$ cat src/rtl/grid_scanner.sv
// Captures a full cell-array generation and streams it out one row per cycle, with live-cell count and frame status.
// Latency: capture on the gen_valid edge, first row offered the next cycle, frame_done ROWS cycles later at full rate.
// Backpressure: row_ready=0 holds row_data/row_idx; gen_valid arriving while a frame streams is dropped and flags overrun.
module grid_scanner #(
  parameter int ROWS = 8,
  parameter int COLS = 8
) (
  input  logic                             clk,
  input  logic                             reset,
  input  logic [ROWS*COLS-1:0]             live_grid,
  input  logic                             gen_valid,
  output logic [COLS-1:0]                  row_data,
  output logic [$clog2(ROWS)-1:0]          row_idx,
  output logic                             row_valid,
  input  logic                             row_ready,
  output logic                             row_last,
  output logic [$clog2(ROWS*COLS+1)-1:0]   pop_count,
  output logic [15:0]                      gen_count,
  output logic                             frame_done,
  output logic                             extinct,
  output logic                             still,
  output logic                             overrun
);

  localparam int IW = $clog2(ROWS);
  localparam int PW = $clog2(ROWS*COLS+1);
  localparam logic [IW-1:0] LAST_ROW = IW'(ROWS-1);

  typedef enum logic {IDLE, STREAM} state_t;

  state_t                     state, state_nxt;
  // The capture buffer is untouched between captures, so at the next capture
  // it still holds the previously captured frame and serves as that reference.
  logic [ROWS-1:0][COLS-1:0]  cap;
  logic                       first;
  logic [PW-1:0]              acc;
  logic [PW-1:0]              row_pop;
  logic [PW-1:0]              frame_total;
  logic                       capture, xfer, final_xfer;

  function automatic logic [PW-1:0] popc(input logic [COLS-1:0] v);
    logic [PW-1:0] n;
    n = '0;
    for (int i = 0; i < COLS; i++) n = n + PW'(v[i]);
    return n;
  endfunction

  // State register; reset forces IDLE, aborting any frame in flight.
  always_ff @(posedge clk or negedge reset) begin
    if (!reset) state <= IDLE;
    else        state <= state_nxt;
  end

  // Next state plus handshake/strobe decode.
  always_comb begin
    state_nxt  = state;
    row_valid  = 1'b0;
    capture    = 1'b0;
    xfer       = 1'b0;
    final_xfer = 1'b0;
    case (state)
      IDLE: begin
        if (gen_valid) begin
          capture   = 1'b1;
          state_nxt = STREAM;
        end
      end
      STREAM: begin
        row_valid = 1'b1;
        if (row_ready) begin
          xfer = 1'b1;
          if (row_idx == LAST_ROW) begin
            final_xfer = 1'b1;
            state_nxt  = IDLE;
          end
        end
      end
      default: state_nxt = IDLE;
    endcase
  end

  assign row_data    = row_valid ? cap[row_idx] : '0;
  assign row_last    = row_valid && (row_idx == LAST_ROW);
  assign row_pop     = popc(row_data);
  assign frame_total = acc + row_pop;

  // Capture, row advance, accumulation and frame status registers.
  always_ff @(posedge clk or negedge reset) begin
    if (!reset) begin
      cap        <= '0;
      first      <= 1'b1;
      acc        <= '0;
      row_idx    <= '0;
      pop_count  <= '0;
      gen_count  <= '0;
      frame_done <= 1'b0;
      extinct    <= 1'b0;
      still      <= 1'b0;
      overrun    <= 1'b0;
    end else begin
      frame_done <= 1'b0;
      if (capture) begin
        cap       <= live_grid;
        gen_count <= gen_count + 16'd1;
        row_idx   <= '0;
        acc       <= '0;
        still     <= !first && (live_grid == cap);
        first     <= 1'b0;
      end
      if (gen_valid && state == STREAM) overrun <= 1'b1;
      if (xfer) begin
        if (final_xfer) begin
          pop_count  <= frame_total;
          extinct    <= (frame_total == '0);
          frame_done <= 1'b1;
          row_idx    <= '0;
          acc        <= '0;
        end else begin
          row_idx <= row_idx + 1'b1;
          acc     <= frame_total;
        end
      end
    end
  end

endmodule
$ cat config.mk
export PLATFORM = sky130hd
export DESIGN_NAME = grid_scanner
export DESIGN_NICKNAME = d
export VERILOG_FILES = /design/src/rtl/grid_scanner.sv
export SDC_FILE = /design/constraint.sdc
export NUM_CORES = 1
export LEC_CHECK = 0
export ABC_AREA = 0
export CAP_MARGIN = 20
export CORE_AREA = 2 2 145 147
export DETAILED_ROUTE_END_ITERATION = 8
export DIE_AREA = 0 0 147 149
export DONT_BUFFER_PORTS = 1
export HOLD_SLACK_MARGIN = 0.15
export PLACE_DENSITY = 0.44
export SYNTH_ARGS = -nofsm -noshare
export SYNTH_HDL_FRONTEND = slang
export SYNTH_SLANG_ARGS = --single-unit
$ cat constraint.sdc
create_clock -name clk -period 12.34 [get_ports clk]
set_input_delay 3.702 -clock clk [delete_from_list [all_inputs] [get_ports clk]]
set_output_delay 3.702 -clock clk [all_outputs]
set_load 0.005 [all_outputs]
# After elaboration in Yosys (flattened, before gate mapping)
# Index checks and enable logic that the tools add are counted.
# Widths: inputs -> output; s select.
[word_totals]
wordCells = 61
inputBits = 68
register_bits = 103
out_inout_bits = 40
[op_classes]
n_bitwise = 1
reduce_logical = 7
muxes = 22
n_lt_le_gt_ge = 1
addsub = 10
n_eq_ne = 2
[op_table]
columns = ["op", "count"]
rows = [
  ["$eq 64x64->1", 1],
  ["$bmux 8 s3", 1],
  ["$mux 7", 3],
  ["$add 16x1->16 const B", 1],
  ["$mux 8", 2],
  ["$mux 1", 12],
  ["$mux 3", 3],
  ["$add 6x1->7", 1],
  ["$add 7x1->7", 1],
  ["$add 7x7->7", 1],
  ["$logic_not 7->1", 1],
  ["$add 5x1->6", 1],
  ["$add 4x1->5", 1],
  ["$add 3x1->4", 1],
  ["$lt 3x4->1 const B", 1],
  ["$add 2x1->3", 1],
  ["$add 3x1->3 const B", 1],
  ["$eq 3x3->1 const B", 1],
  ["$logic_and 1x1->1", 3],
  ["$add 1x1->2", 1],
  ["$pmux 1 s2", 1],
  ["$reduce_and 2->1", 1],
  ["$reduce_bool 2->1", 1],
  ["$logic_not 1->1", 1],
  ["$not 1->1", 1],
]

# Logic depth before layout (Yosys ltp)
[logic_depth]
ltp_word = 13
ltp_mapped = 17
mapped_depth_nobuf = 16

# Least setup slack after synthesis
# OpenSTA, ideal clock, no wires.
[synth_timing]
path_kind = "reg2out"
start = "reg row_idx[0]"
end = "out row_data[1]"
required_ns = 8.638
arrival_ns = 1.537
setup_slack_ns = 7.101
path_stages_with_launch = 7
n_path_buf = 2
cell_sequence = "dfrtp_1 -> buf_6 -> buf_12 -> mux4_2 -> mux2_4 -> nand2_2 -> inv_2"
[synth_via]
elab_chain_len = 3
[synth_rtl]
columns = ["element", "line", "source"]
rows = [
  ["from (decl)", "13", "output logic [$clog2(ROWS)-1:0] row_idx,"],
  ["from (signal assigned)", "119", "row_idx <= row_idx + 1'b1;"],
  ["$bmux 8 s3", "82", "assign row_data = row_valid ? cap[row_idx] : '0;"],
  ["$mux 8 (implied by the code)", "82", ""],
  ["$mux 8", "82", ""],
  ["to (decl)", "12", "output logic [COLS-1:0] row_data,"],
]
# Every way passes these cells. The select of a mux whose other input is x is not followed.

# Worst setup path after layout
[layout_timing]
start = "reg row_idx[0]"
end = "out row_data[4]"
# The elaborated chain is that of the path after synthesis.

==> impl_results.md <==
* Commonest non-fill, non-tap cell in the layout: nand2_1
* Fin. Hold Viols at 0
* Clk_lat worst skew at 0.35 ns
* Critical path origin: row_idx[0]$_DFFE_PN0P_
* Hold_buf cts at 0
* # H-tree levels at 3
* Power Density at 306.7 nW/um2
* Final slew viol count at 0
* Yosys Warn Count at 0
* Critical path's top delay family: flip-flops
* Final WL at 15.55 mm
* Worst path required time at 8.64 ns
* Most frequent cells in the layout: nand2_1, dfrtp_1, xnor2_1
* Post-synthesis sequential area ratio at 0.4598
* Synth-to-layout area growth at 9.326%
* Post-synthesis cell type count at 44
* Worst vdd ir at 156.8 uV
* Slew headroom at 0.3474
* Final setup TNS at 0 ns
* Post-Syn Instances at 578
* Util after Layout at 0.2982
* Core footprint at 20560 um2
* Status: completed
* Slew @ Worst Pin at 0.9789 ns
* Final HPWL DP at 11.84 mm
* CP max FO at 20
* R2r endpoint: extinct$_DFFE_PN0P_
* Global route overflow at 0
* Worst Hold Launch: overrun$_DFFE_PN0P_
* Mapped Area at 5608 um2
* Vias in the first global route at 3869
* Total CTS buffers at 9
* RSZ-0062 raised after global routing: false
* Seq pwr share at 0.354
* PnR worst setup slack at 6.143 ns
* Largest net degree at the start of global routing at 104
* Synthesized Nets at 660
* Hold WS at 0.4834 ns
* Diode count at 0
* Die width at 147 um
* Clock Power Share at 0.153
* Period utilization at 0.5022
* Skew final at 0.008963 ns
* Vert. Die Dim at 149 um
* Total GRT Usage at 0.1464
* Vias after detailed routing at 3900
* Fin nets at 646
* Starting Density at 0.2728
* Syn_area_per_cell at 9.702 um2
* Worst path cell trace: mux4_1 -> mux2_2 -> nand2_1 -> inv_2
* Routed Antenna Nets at 0
* First-pass GRT wire length at 23.94 mm
* CTS clk-pin slew, worst paths at 0.07 ns
* TritonCTS clock tree: yes
* Comb power frac at 0.493
* Routed WL per cell at 18.47 um
* Minimum clock period at 6.197 ns
* Critical path endpoint category: output port
* Vias per Instance at 4.632
* I/O Buffers at 0
* Setup Crit Path Kind: flip-flop to output port
* Pre-CTS setup slack at 6.444 ns
* Slowest cell on the critical path: dfrtp_1
* Psw at 0.7948 mW
* CTS-repair resized insts at 0
* Hold/Removal Path Class: flip-flop to flip-flop
* Reg2reg start: row_idx[0]$_DFFE_PN0P_
* CTS root buf: clkbuf_16
* Layout cells sized above 1 at 0.07760
* Residual DRC count at 0
* Flops & latches, synth at 103
* Crit path largest cell delay at 0.99 ns
* Row cnt at 53
* Max-cap viol count at 0
* Fillers at 2142
* WP depth at 4
* CP startpoint kind: flip-flop
* Initial DRC Count at 185
* Pint at 1.085 mW
* Full die area at 21900 um2
* Leakage at 2.887 nW
* Gpl congestion at 0.8099
* Count of final setup violators at 0
* Fmax at 161.4 MHz
* Setup crit end: row_data[4]
* FF-to-FF setup slack at 6.94 ns
* Drt pass-1 iters at 4
* CTS max path bufs at 2
* Sw Share at 0.4228
* Setup Buffers After CTS at 0
* Worst Path Buf+Inv at 1
* WP data arrival at 2.50 ns
* CTS Sinks at 103
* Worst r2r path cells at 16
* Antenna violations before repair at 0
* # IOs at 108
==> cell type report <==
type                       instances  area [um2]  share of cell area
timing repair buffer               2       15.01            0.002449
tap                              275       344.1             0.05612
clock inverter                     4       47.55            0.007755
sequential                       103        2579              0.4206
multi-input combinational        432        2846              0.4643
clock buffer                      10       239.0             0.03898
inverter                          16       60.06            0.009796
==> metrics by stage <==
step	std cells	total power [mW]	instance area (um2)
finish	842	1.880	6131
global route	842	2.055	6131
CTS	842	1.909	6131
detailed placement	828	1.613	5844
global placement	828	1.581	5844
floorplan	578	1.340	5608
==> synth_stat cells, drive strengths merged <==
cell type	instances	area share
nand2	222	0.15
dfrtp	102	0.46
xnor2	48	0.075
xor2	38	0.059
inv	16	0.011
mux4	16	0.072
nand4	16	0.019
o21ai	15	0.013
clkbuf	14	0.0094
buf	13	0.014
nor2	10	0.0067
ha	9	0.020
nor4	9	0.010
mux2	7	0.017
nand3	6	0.0054
nor2b	6	0.0067
fa	5	0.018
a22o	4	0.0062
and2	4	0.0049
a21oi	3	0.0033
mux2i	2	0.0036
nor3	2	0.0018
a21o	1	0.0013
a31oi	1	0.0011
and3	1	0.0011
and4	1	0.0016
dfstp	1	0.0047
nand2b	1	0.0011
nor4b	1	0.0016
o21bai	1	0.0013
o31ai	1	0.0013
o41ai	1	0.0016
or2	1	0.0011
==> how the worst min path moves through the flow <==
stage | to | depth (start not counted)
2_1_floorplan | acc[0]$_DFFE_PN0P_ | 2
3_3_place_gp | overrun$_DFFE_PN0P_ | 1
3_5_place_dp | overrun$_DFFE_PN0P_ | 1
4_1_cts | overrun$_DFFE_PN0P_ | 1
5_1_grt | first$_DFFE_PN1P_ | 1
6_report | overrun$_DFFE_PN0P_ | 1
==> flip-flops by register name (all words and copies together) (netlist names) <==
signal	count
row_idx	3
gen_count	16
cap	64
first	1
acc	7
extinct	1
state	1
overrun	1
frame_done	1
pop_count	7
still	1
==> kinds of logic (layout without fill, tap and decap cells) <==
group | count (synthesis) | count (layout) | share of synthesized area
AO/OA/AOI/OAI | 27 | 27 | 0.02968
AND/OR/NAND/NOR | 280 | 280 | 0.2113
multiplexers | 25 | 25 | 0.09259
buffers and inverters | 43 | 32 | 0.03436
XOR/XNOR | 86 | 86 | 0.1343
flip-flops | 103 | 103 | 0.4598
adder cells (fa/ha/maj) | 14 | 14 | 0.03793
==> per-layer routing <==
metal | up-vias | part of all wire | track usage
met5 | - | 0 | 0
met1 | 1914 | 0.45 | 0.1922
li1 | 1859 | - | -
met3 | 13 | 0.10 | 0.07309
met4 | 0 | 0.017 | 0.03990
met2 | 114 | 0.43 | 0.2141
==> power groups by stage <==
stage	logic, mW	clock network [mW]	registers, mW
global route	1.06	0.308	0.686
global placement	0.906	0	0.675
floorplan	0.770	0	0.570
finish	0.927	0.287	0.666
CTS	0.943	0.296	0.669
detailed placement	0.937	0	0.675
No activity file was read; power rests on OpenSTA's default activity.
